<file path="config.mk">
export PLATFORM = sky130hd
export DESIGN_NAME = song_reader
export DESIGN_NICKNAME = d
export VERILOG_FILES = /design/src/rtl/song_reader.sv
export SDC_FILE = /design/constraint.sdc
export NUM_CORES = 1
export LEC_CHECK = 0
export CORE_MARGIN = 3
export CORE_UTILIZATION = 35
export DETAILED_ROUTE_END_ITERATION = 12
export PLACE_DENSITY = 0.62
export SYNTH_ARGS = -nofsm -noshare
export SYNTH_HDL_FRONTEND = slang
export SYNTH_SLANG_ARGS = --single-unit
</file>
<file path="constraint.sdc">
create_clock -name clk -period 4.3 [get_ports clk]
set_input_delay 0.86 -clock clk [delete_from_list [all_inputs] [get_ports clk]]
set_output_delay 0.86 -clock clk [all_outputs]
set_load 0.03 [all_outputs]
</file>
<file path="src/rtl/song_reader.sv">
// song_reader: walks song ROM entries and turns them into per-voice note
// loads and beat-counted time advances for the 3-voice chord player.
module song_reader #(
  parameter int SONG_ADDR_W = 7,
  parameter int SONG_SEL_W  = 2
) (
  input  logic                              clk,
  input  logic                              reset,
  input  logic                              play,
  input  logic [SONG_SEL_W-1:0]             song_sel,
  input  logic                              beat,
  output logic [SONG_SEL_W+SONG_ADDR_W-1:0] rom_addr,
  input  logic [14:0]                       rom_data,
  output logic [5:0]                        note_to_load1,
  output logic [5:0]                        note_to_load2,
  output logic [5:0]                        note_to_load3,
  output logic [5:0]                        duration_to_load1,
  output logic [5:0]                        duration_to_load2,
  output logic [5:0]                        duration_to_load3,
  output logic                              load_new_note1,
  output logic                              load_new_note2,
  output logic                              load_new_note3,
  output logic                              song_done
);

  typedef enum logic [2:0] {
    IDLE,
    FETCH,
    DECODE,
    LOAD,
    ADVANCE,
    DONE
  } state_t;

  localparam logic [SONG_ADDR_W-1:0] LAST_IDX = '1;

  state_t                  state_reg;
  logic [SONG_ADDR_W-1:0]  entry_idx_reg;
  logic [5:0]              beat_cnt_reg;
  logic [SONG_SEL_W-1:0]   sel_reg;
  // Set when an advance entry sat at the last index: the index cannot move
  // past it, so this remembers that the song ends once the wait is over.
  logic                    last_reg;
  logic [1:0]              voice_reg;
  logic [5:0]              note_reg [3];
  logic [5:0]              dur_reg  [3];
  logic                    load_vec [3];

  // ROM word fields
  logic       word_adv;
  logic [1:0] word_voice;
  logic [5:0] word_note;
  logic [5:0] word_dur;
  logic       word_end;
  logic       sel_change;
  logic       at_last;

  assign word_adv   = rom_data[14];
  assign word_voice = rom_data[13:12];
  assign word_note  = rom_data[11:6];
  assign word_dur   = rom_data[5:0];
  assign word_end   = (rom_data == 15'h0000);
  assign sel_change = (song_sel != sel_reg);
  assign at_last    = (entry_idx_reg == LAST_IDX);

  // The address is always the current entry of the registered song; in DONE
  // the index is simply never moved again, so the address stays put.
  assign rom_addr  = {sel_reg, entry_idx_reg};
  assign song_done = (state_reg == DONE);

  // Sequencer: reset, then song change, then pause, then normal stepping.
  always_ff @(posedge clk) begin
    if (reset) begin
      state_reg     <= IDLE;
      entry_idx_reg <= '0;
      beat_cnt_reg  <= '0;
      sel_reg       <= song_sel;
      last_reg      <= 1'b0;
      voice_reg     <= 2'd0;
      for (int i = 0; i < 3; i++) begin
        note_reg[i] <= '0;
        dur_reg[i]  <= '0;
      end
    end else if (sel_change) begin
      sel_reg       <= song_sel;
      entry_idx_reg <= '0;
      beat_cnt_reg  <= '0;
      last_reg      <= 1'b0;
      state_reg     <= play ? FETCH : IDLE;
    end else if (play) begin
      case (state_reg)
        IDLE:   state_reg <= FETCH;
        FETCH:  state_reg <= DECODE;
        DECODE: begin
          if (word_end) begin
            state_reg <= DONE;
          end else if (word_adv) begin
            beat_cnt_reg <= word_dur;
            state_reg    <= ADVANCE;
            if (at_last) last_reg <= 1'b1;
            else         entry_idx_reg <= entry_idx_reg + 1'b1;
          end else if (word_voice != 2'd0) begin
            voice_reg                   <= word_voice;
            note_reg[word_voice - 2'd1] <= word_note;
            dur_reg[word_voice - 2'd1]  <= word_dur;
            state_reg                   <= LOAD;
          end else if (at_last) begin
            state_reg <= DONE;
          end else begin
            entry_idx_reg <= entry_idx_reg + 1'b1;
            state_reg     <= FETCH;
          end
        end
        LOAD: begin
          if (at_last) begin
            state_reg <= DONE;
          end else begin
            entry_idx_reg <= entry_idx_reg + 1'b1;
            state_reg     <= FETCH;
          end
        end
        ADVANCE: begin
          if (beat_cnt_reg == 6'd0) state_reg <= last_reg ? DONE : FETCH;
          else if (beat)            beat_cnt_reg <= beat_cnt_reg - 6'd1;
        end
        DONE:    state_reg <= DONE;
        default: state_reg <= IDLE;
      endcase
    end
  end

  // Load strobes follow the LOAD state but are masked in the very cycle a
  // pause, song change or reset takes effect, so a frozen or abandoned LOAD
  // never fires early.
  generate
    for (genvar gi = 0; gi < 3; gi++) begin : g_voice
      localparam logic [1:0] VID = 2'(gi + 1);
      assign load_vec[gi] = (state_reg == LOAD) && (voice_reg == VID) &&
                            play && !reset && !sel_change;
    end
  endgenerate

  assign load_new_note1    = load_vec[0];
  assign load_new_note2    = load_vec[1];
  assign load_new_note3    = load_vec[2];
  assign note_to_load1     = note_reg[0];
  assign note_to_load2     = note_reg[1];
  assign note_to_load3     = note_reg[2];
  assign duration_to_load1 = dur_reg[0];
  assign duration_to_load2 = dur_reg[1];
  assign duration_to_load3 = dur_reg[2];

endmodule
</file>
Word-level counts from Yosys, hierarchy flattened

Memories as Yosys holds them, arrays and structs flattened.
Index checks and enable logic that the tools add are counted.
Widths: inputs -> output; s select.

Add/sub/neg operators: 3
Muxes and demuxes: 38
Bitwise operators: 3
Reduce and logical (&&, ||, !) cells: 30
Eq/ne operators: 16

Operators with widths:

| cell                | number |
|---|---|
| $mux 6              | 6 |
| $mux 7              | 4 |
| $mux 3              | 8 |
| $pmux 3 s6          | 1 |
| $logic_not 15->1    | 1 |
| $pmux 7 s2          | 1 |
| $mux 1              | 13 |
| $logic_and 1x1->1   | 12 |
| $pmux 6 s2          | 1 |
| $reduce_and 6->1    | 2 |
| $reduce_or 6->1     | 2 |
| $reduce_bool 2->1   | 5 |
| $mux 2              | 4 |
| $ne 2x2->1 const B  | 4 |
| $add 7x1->7 const B | 1 |
| $eq 7x7->1 const B  | 1 |
| $eq 3x2->1 const B  | 2 |
| $eq 3x3->1 const B  | 2 |
| $logic_not 6->1     | 1 |
| $ne 3x3->1 const B  | 2 |
| $sub 6x1->6 const B | 1 |
| $reduce_and 5->1    | 1 |
| $eq 2x2->1 const B  | 2 |
| $reduce_and 4->1    | 1 |
| other kinds (9)     | 12 |

Memories: 2
Input port bits: 21
Output and inout port bits: 49
Bits in writable memories: 36
Word-level logic and storage cells: 98
Register bits after elaboration: 21

Memories:

| memory   | depth | bits a word | read ports | clocked after Yosys merged registers in | wr ports | line | RTL |
|---|---|---|---|---|---|---|---|
| dur_reg  | 3     | 6           | 3          | 0                                       | 3        | 46   | `logic [5:0] dur_reg [3];` |
| note_reg | 3     | 6           | 3          | 0                                       | 3        | 45   | `logic [5:0] note_reg [3];` |

Logic depth before layout (Yosys ltp)

Gate-level depths: netlist of run 1.

Word-level depth: 11
Mapped depth: 8
Gate-level depth less buffers: 6

Worst setup path after synthesis of run 1

No wires, ideal clock.

Path kind: input -> output
From: input port reset
To: output port load_new_note1
Path slack: 1126 ps
Path buffers: 1
Cell stages on the path: 6
Arrival: 2314 ps
Required time: 3440 ps
Cell sequence: clkbuf_1 nor3_2 inv_2 nor3_1 nand2_1 nor2_1

Cells in the longest elaborated chain, start to end: 3

RTL lines:

| what                            | line | RTL |
|---|---|---|
| start: declaration              | 8    | `input logic reset,` |
| $logic_not 1->1                 | 139  | `play && !reset && !sel_change;` |
| $logic_and 1x1->1 (2 in series) | 139  |  |
| end: declaration                | 20   | `output logic load_new_note1,` |

No other way between the ends.

Worst setup path after layout of run 1

From: input port reset
To: output port load_new_note3

Cells in the longest elaborated chain, start to end: 3

RTL lines:

| what                            | line | RTL |
|---|---|---|
| $logic_not 1->1                 | 139  |  |
| $logic_and 1x1->1 (2 in series) | 139  |  |
| end: declaration                | 22   | `output logic load_new_note3,` |

No other way between the ends.

==> impl_metrics.ini, run 1 <==
[placement]
io_buffers = 69
dp_slack_ns = 0.713
place_congestion = 0.872
dp_hpwl_mm = 4.39

[run]
maxCapViolCount = 0

[worst_setup_path]
path_max_fanout = 16
cp-end-kind = primary output
start_kind = primary input
worstPathRequired_ns = 3.44
cp.arrival_ns = 2.71
r2r_cells = 5
setup.worst_path.class = primary input to primary output

[grt]
antenna_found_initial = 0
gr-total-overflow = 0
grt_pass1_wl_mm = 9.85
grt_max_degree = 18
grtUsageTotal_pct = 14.7
first_global_vias = 1940

[clock_tree]
clk_pin_slew_worst_paths_ns = 0.06
cts_buffers = 9
cts.sinks = 57
postCtsSetupBuffers = 0
cts_hold_buf = 0
htreeDepth = 3
cts_root_buf = clkbuf_8
clock_path_buffers = 2
ctsResizeCount = 0
cts_tree = built
clk_latency_ns = 0.33

[timing]
finalSetupViolations = 0
final_max_slew_viol_count = 0
finalCriticalPeriod_ns = 3.57
tightest_slew_ns = 0.718
hold_viol_final = 0
fin_setup_tns_ns = 0
slew_headroom_pct = 51.8
finClkSkew_ns = 0.00718
max_freq_ghz = 0.280
fin_ws_ns = 0.727
fin_crit_sh_pct = 83.1
rsz0062_at_grt = no
whs_ns = 0.489

[logic_synthesis]
synth_compound_area_share_pct = 11.9
synth.area.mux_share_pct = 0.375
synth_cells = 246
ys_seq_area_share_pct = 57.0
synth-xor-area-share_pct = 0.984
synth_nets = 270
synth.distinct_cells = 51
synth-seq-cells = 57
yosys.area_share.simple_pct = 24.7
avgSynthCellArea_um2 = 10.9
synthAdderAreaFrac_pct = 1.41
yosys_warnings = 0
synth_top_family_by_area = simple AND/OR/NAND/NOR gates
synth_area_mm2 = 0.00267

[final_layout]
final_net_count = 341
areaGrowthSynthToFinish_pct = 36.3
drive_gt1_share_pct = 10.9
antenna_cells = 0
fin_util_pct = 49.7

[die]
die_x_um = 93.4
ios = 70
die_h_um = 93.4
die_area_mm2 = 0.00872
num_rows = 31
core_area_mm2 = 0.00733
start_util_pct = 36.4

[drt]
wl_per_cell_um = 14.3
drt_iter0_markers = 86
firstDrtPassIters = 4
drt-total-wl_mm = 6.02
drc = 0
via_count = 2058
vias_per_cell = 4.89
ant_nets = 0

[power_and_ir_drop]
p_per_area_mw_per_mm2 = 345
leakagePower_nw = 1.29
vdd_drop_max_v = 0.000168

[outcome]
status = complete, no violations

[hold_path]
hold_class = register to register
holdPathStages = 2
[placed cells by master, fill, tap and decap left out, types with 3 or more instances in the layout]
cell type | Yosys | routed
inv_1 | 6 | 6
clkdlybuf4s50_1 | 0 | 66
edfxtp_1 | 38 | 38
or3_1 | 3 | 3
o21ai_1 | 4 | 4
nor2_1 | 20 | 20
nand3_1 | 15 | 15
clkinv_2 | 0 | 3
dfxtp_1 | 19 | 19
a21oi_1 | 18 | 18
xor2_1 | 3 | 3
nand2_1 | 10 | 10
ha_1 | 3 | 3
clkbuf_8 | 0 | 9
and3_1 | 3 | 3
and2_1 | 37 | 37
buf_4 | 1 | 6
nor3_1 | 5 | 5
nor4_1 | 5 | 5
or2_2 | 4 | 4
o21ai_0 | 7 | 7
[logic make-up (layout without fill, tap and decap cells)]
logic type / Yosys count / after routing
adder cells (fa/ha/maj): 3 / 3
AO/OA/AOI/OAI: 46 / 46
flip-flops: 57 / 57
XOR/XNOR: 3 / 3
multiplexers: 1 / 1
buffers and inverters: 19 / 95
AND/OR/NAND/NOR: 117 / 117
[per-layer routing]
metal / global-route usage [%] / vias to the layer above / routed length [µm]
met5: 0 / - / 0
met4: 6.35 / 0 / 49
met3: 4.10 / 4 / 428
met2: 22.5 / 67 / 2760
met1: 19.3 / 952 / 2780
li1: - / 1035 / -
[where the power goes]
group | switching [W] | internal, W
logic | 0.0000726 | 0.0000498
clock network | 0.000207 | 0.000323
registers | 0.00000732 | 0.000598
[synth_stat cells, drive strengths merged]
master / instances / area share (%)
o21a: 1 / 0.28
and3: 3 / 0.70
nor4: 6 / 1.6
or2: 5 / 1.2
ha: 3 / 1.4
a31oi: 1 / 0.23
xor2: 3 / 0.98
nor3b: 1 / 0.28
o2111ai: 1 / 0.33
o31ai: 2 / 0.56
dfxtp: 19 / 14
nand4: 1 / 0.23
inv: 7 / 0.98
or4: 2 / 0.56
a211oi: 1 / 0.47
a22o: 1 / 0.33
clkbuf: 3 / 0.42
nand2: 10 / 1.4
a21oi: 19 / 4.0
o21ai: 12 / 2.4
mux2i: 1 / 0.37
nor3: 6 / 1.3
and2: 37 / 8.7
a32oi: 1 / 0.33
a31o: 2 / 0.66
or3b: 1 / 0.42
or2b: 1 / 0.28
nand3b: 1 / 0.28
nand3: 15 / 2.8
or3: 3 / 0.70
and2b: 1 / 0.28
o211ai: 1 / 0.28
nor2b: 2 / 0.47
a41oi: 1 / 0.33
nor2: 20 / 2.8
a32o: 2 / 1.2
buf: 9 / 2.2
and4bb: 1 / 0.47
nand2b: 1 / 0.23
a221oi: 1 / 0.56
edfxtp: 38 / 43
[stage by stage]
step	instance area [µm²]	total power [W]	instances
5_1_grt	3640	0.00130	421
6_report	3640	0.00126	421
2_1_floorplan	2670	0.000678	246
4_1_cts	3640	0.00127	421
3_5_place_dp	3430	0.000740	405
3_3_place_gp	3430	0.000740	405
[worst max-delay path, stage by stage]
cell and delay, ns:
clkdlybuf4s50_1 0.56, nor3_2 0.23, buf_4 0.20, inv_2 0.16
nor3_1 0.33, and3_1 0.20, buf_4 0.15
[area by class of cell]
cell class | instances | area, µm²
clock buffer | 10 | 128
clock inverter | 6 | 82.6
fill | 665 | 3690
inverter | 7 | 26.3
multi-input combinational | 170 | 1050
sequential | 57 | 1520
tap | 99 | 124
timing repair buffer | 72 | 706
[path summary, 6_finish.rpt]
check / start / endpoint / slack (ns)
setup / recovery: reset / load_new_note3 / 0.73
hold / removal: last_reg / last_reg / 0.49
setup reg to reg: state_reg[1] / note_reg[2][0] / 2.03
hold reg to reg: last_reg / last_reg / 0.49
(Power assumes the default switching activity.)
==> run 2, diff against run 1 <==
- clock period: 4.3 -> 3.75 ns (I/O delays scaled with it)
==> impl_metrics.ini, run 2 (synthesis results as in run 1) <==
[outcome]
status = complete, no violations

[timing]
tightest_slew_ns = 0.784
fin_ws_ns = 0.710
hold_viol_final = 0
finalCriticalPeriod_ns = 3.04
final_max_slew_viol_count = 0
finalSetupViolations = 0
fin_crit_sh_pct = 81.1
max_freq_ghz = 0.329
fin_setup_tns_ns = 0
finClkSkew_ns = 0.00618
rsz0062_at_grt = no
slew_headroom_pct = 47.4

[power_and_ir_drop]
p_sw_w = 0.000358
leakagePower_nw = 1.30
sw_frac_of_total_pct = 24.2
p_clk_share_pct = 43.5
comb_power_share_pct = 9.6
vdd_drop_max_v = 0.000193
seq_power_share_pct = 46.9
p_int_w = 0.00112
p_per_area_mw_per_mm2 = 403

[grt]
grt_max_degree = 18
gr-total-overflow = 0
grtUsageTotal_pct = 15.1
antenna_found_initial = 0
first_global_vias = 2001
grt_pass1_wl_mm = 10.1

[clock_tree]
clock_path_buffers = 2
htreeDepth = 3
cts.sinks = 57
clk_latency_ns = 0.34
postCtsSetupBuffers = 0
cts_buffers = 9
ctsResizeCount = 0
cts_root_buf = clkbuf_8
cts_tree = built
cts_hold_buf = 0
clk_pin_slew_worst_paths_ns = 0.06

[worst_setup_path]
cp-end-kind = primary output
setup.worst_path.class = primary input to primary output
path_max_fanout = 8
cp.arrival_ns = 2.29
worstPathRequired_ns = 3.00
reg2reg_from = entry_idx_reg[0]
start_kind = primary input
cp-startpoint = reset
ff2ff_setup_slack_ns = 1.56

[final_layout]
antenna_cells = 0
final_cell_area_mm2 = 0.00367
fill_cells = 669
fin_util_pct = 50.1
layout_common_cells = clkdlybuf4s50_1 (66), edfxtp_1 (38), and2_1 (37), nor2_1 (20), dfxtp_1 (19)
drive_gt1_share_pct = 11.7
final_common_cell = clkdlybuf4s50_1
areaGrowthSynthToFinish_pct = 37.4
final_net_count = 343

[die]
start_util_pct = 36.4
core_area_mm2 = 0.00733
num_rows = 31
die_area_mm2 = 0.00872
die_h_um = 93.4
ios = 70
die_x_um = 93.4

[drt]
drt_iter0_markers = 87
ant_nets = 0
drc = 0
vias_per_cell = 4.92
wl_per_cell_um = 14.7
firstDrtPassIters = 5
drt-total-wl_mm = 6.20
via_count = 2083

[hold_path]
hold_path.startpoint = last_reg
hold_class = register to register

[placement]
dp_hpwl_mm = 4.40
place_congestion = 0.778
dp_slack_ns = 0.703
placed_area_mm2 = 0.00344
io_buffers = 69

[run]
maxCapViolCount = 0
## run 2: area by class of cell
type | instances | area (µm²) | share of cell area, %
clock buffers | 9 | 124 | 3.37
clock inverters | 7 | 103 | 2.79
inverters | 7 | 26.3 | 0.716
multi-input cells | 170 | 1050 | 28.7
flip-flops and latches | 57 | 1520 | 41.4
well taps | 99 | 124 | 3.37
repair buffers | 74 | 721 | 19.6
## run 2: path summary, 6_finish.rpt
check / endpoint / depth (start not counted)
worst max-delay path: load_new_note3 / 6
worst min-delay path: last_reg / 2
worst max register to register: entry_idx_reg[5] / 6
worst min register to register: last_reg / 2
## run 2: metal layers
metal | global-route usage (%) | part of all wire, % | vias to the layer above
met5 | 0 | 0 | -
met4 | 4.52 | 0.95 | 0
met3 | 5.31 | 7.6 | 6
met2 | 23.0 | 44 | 76
met1 | 20.2 | 47 | 964
li1 | - | - | 1037
## run 2: power by group through the flow
stage	clock (W)	sequential [W]	combinational, W
2_1_floorplan	0	0.000738	0.0000397
3_3_place_gp	0	0.000708	0.000142
3_5_place_dp	0	0.000708	0.000143
6_report	0.000644	0.000694	0.000142
4_1_cts	0.000657	0.000694	0.000144
5_1_grt	0.000687	0.000696	0.000152
## run 2: per-stage QoR
stage,instances,hold WS (ns),total power [W]
after floorplan,246,0.435,0.000778
after global placement,407,0.454,0.000850
after detailed placement,407,0.456,0.000851
after CTS,423,0.493,0.00150
after global routing,423,0.530,0.00154
final,423,0.490,0.00148
## run 2: worst max-delay path: stages
cell and delay, ns:
clkdlybuf4s50_1 0.57, nor3_2 0.29, inv_2 0.05, nor3_1 0.28, and3_1 0.20, buf_4 0.15
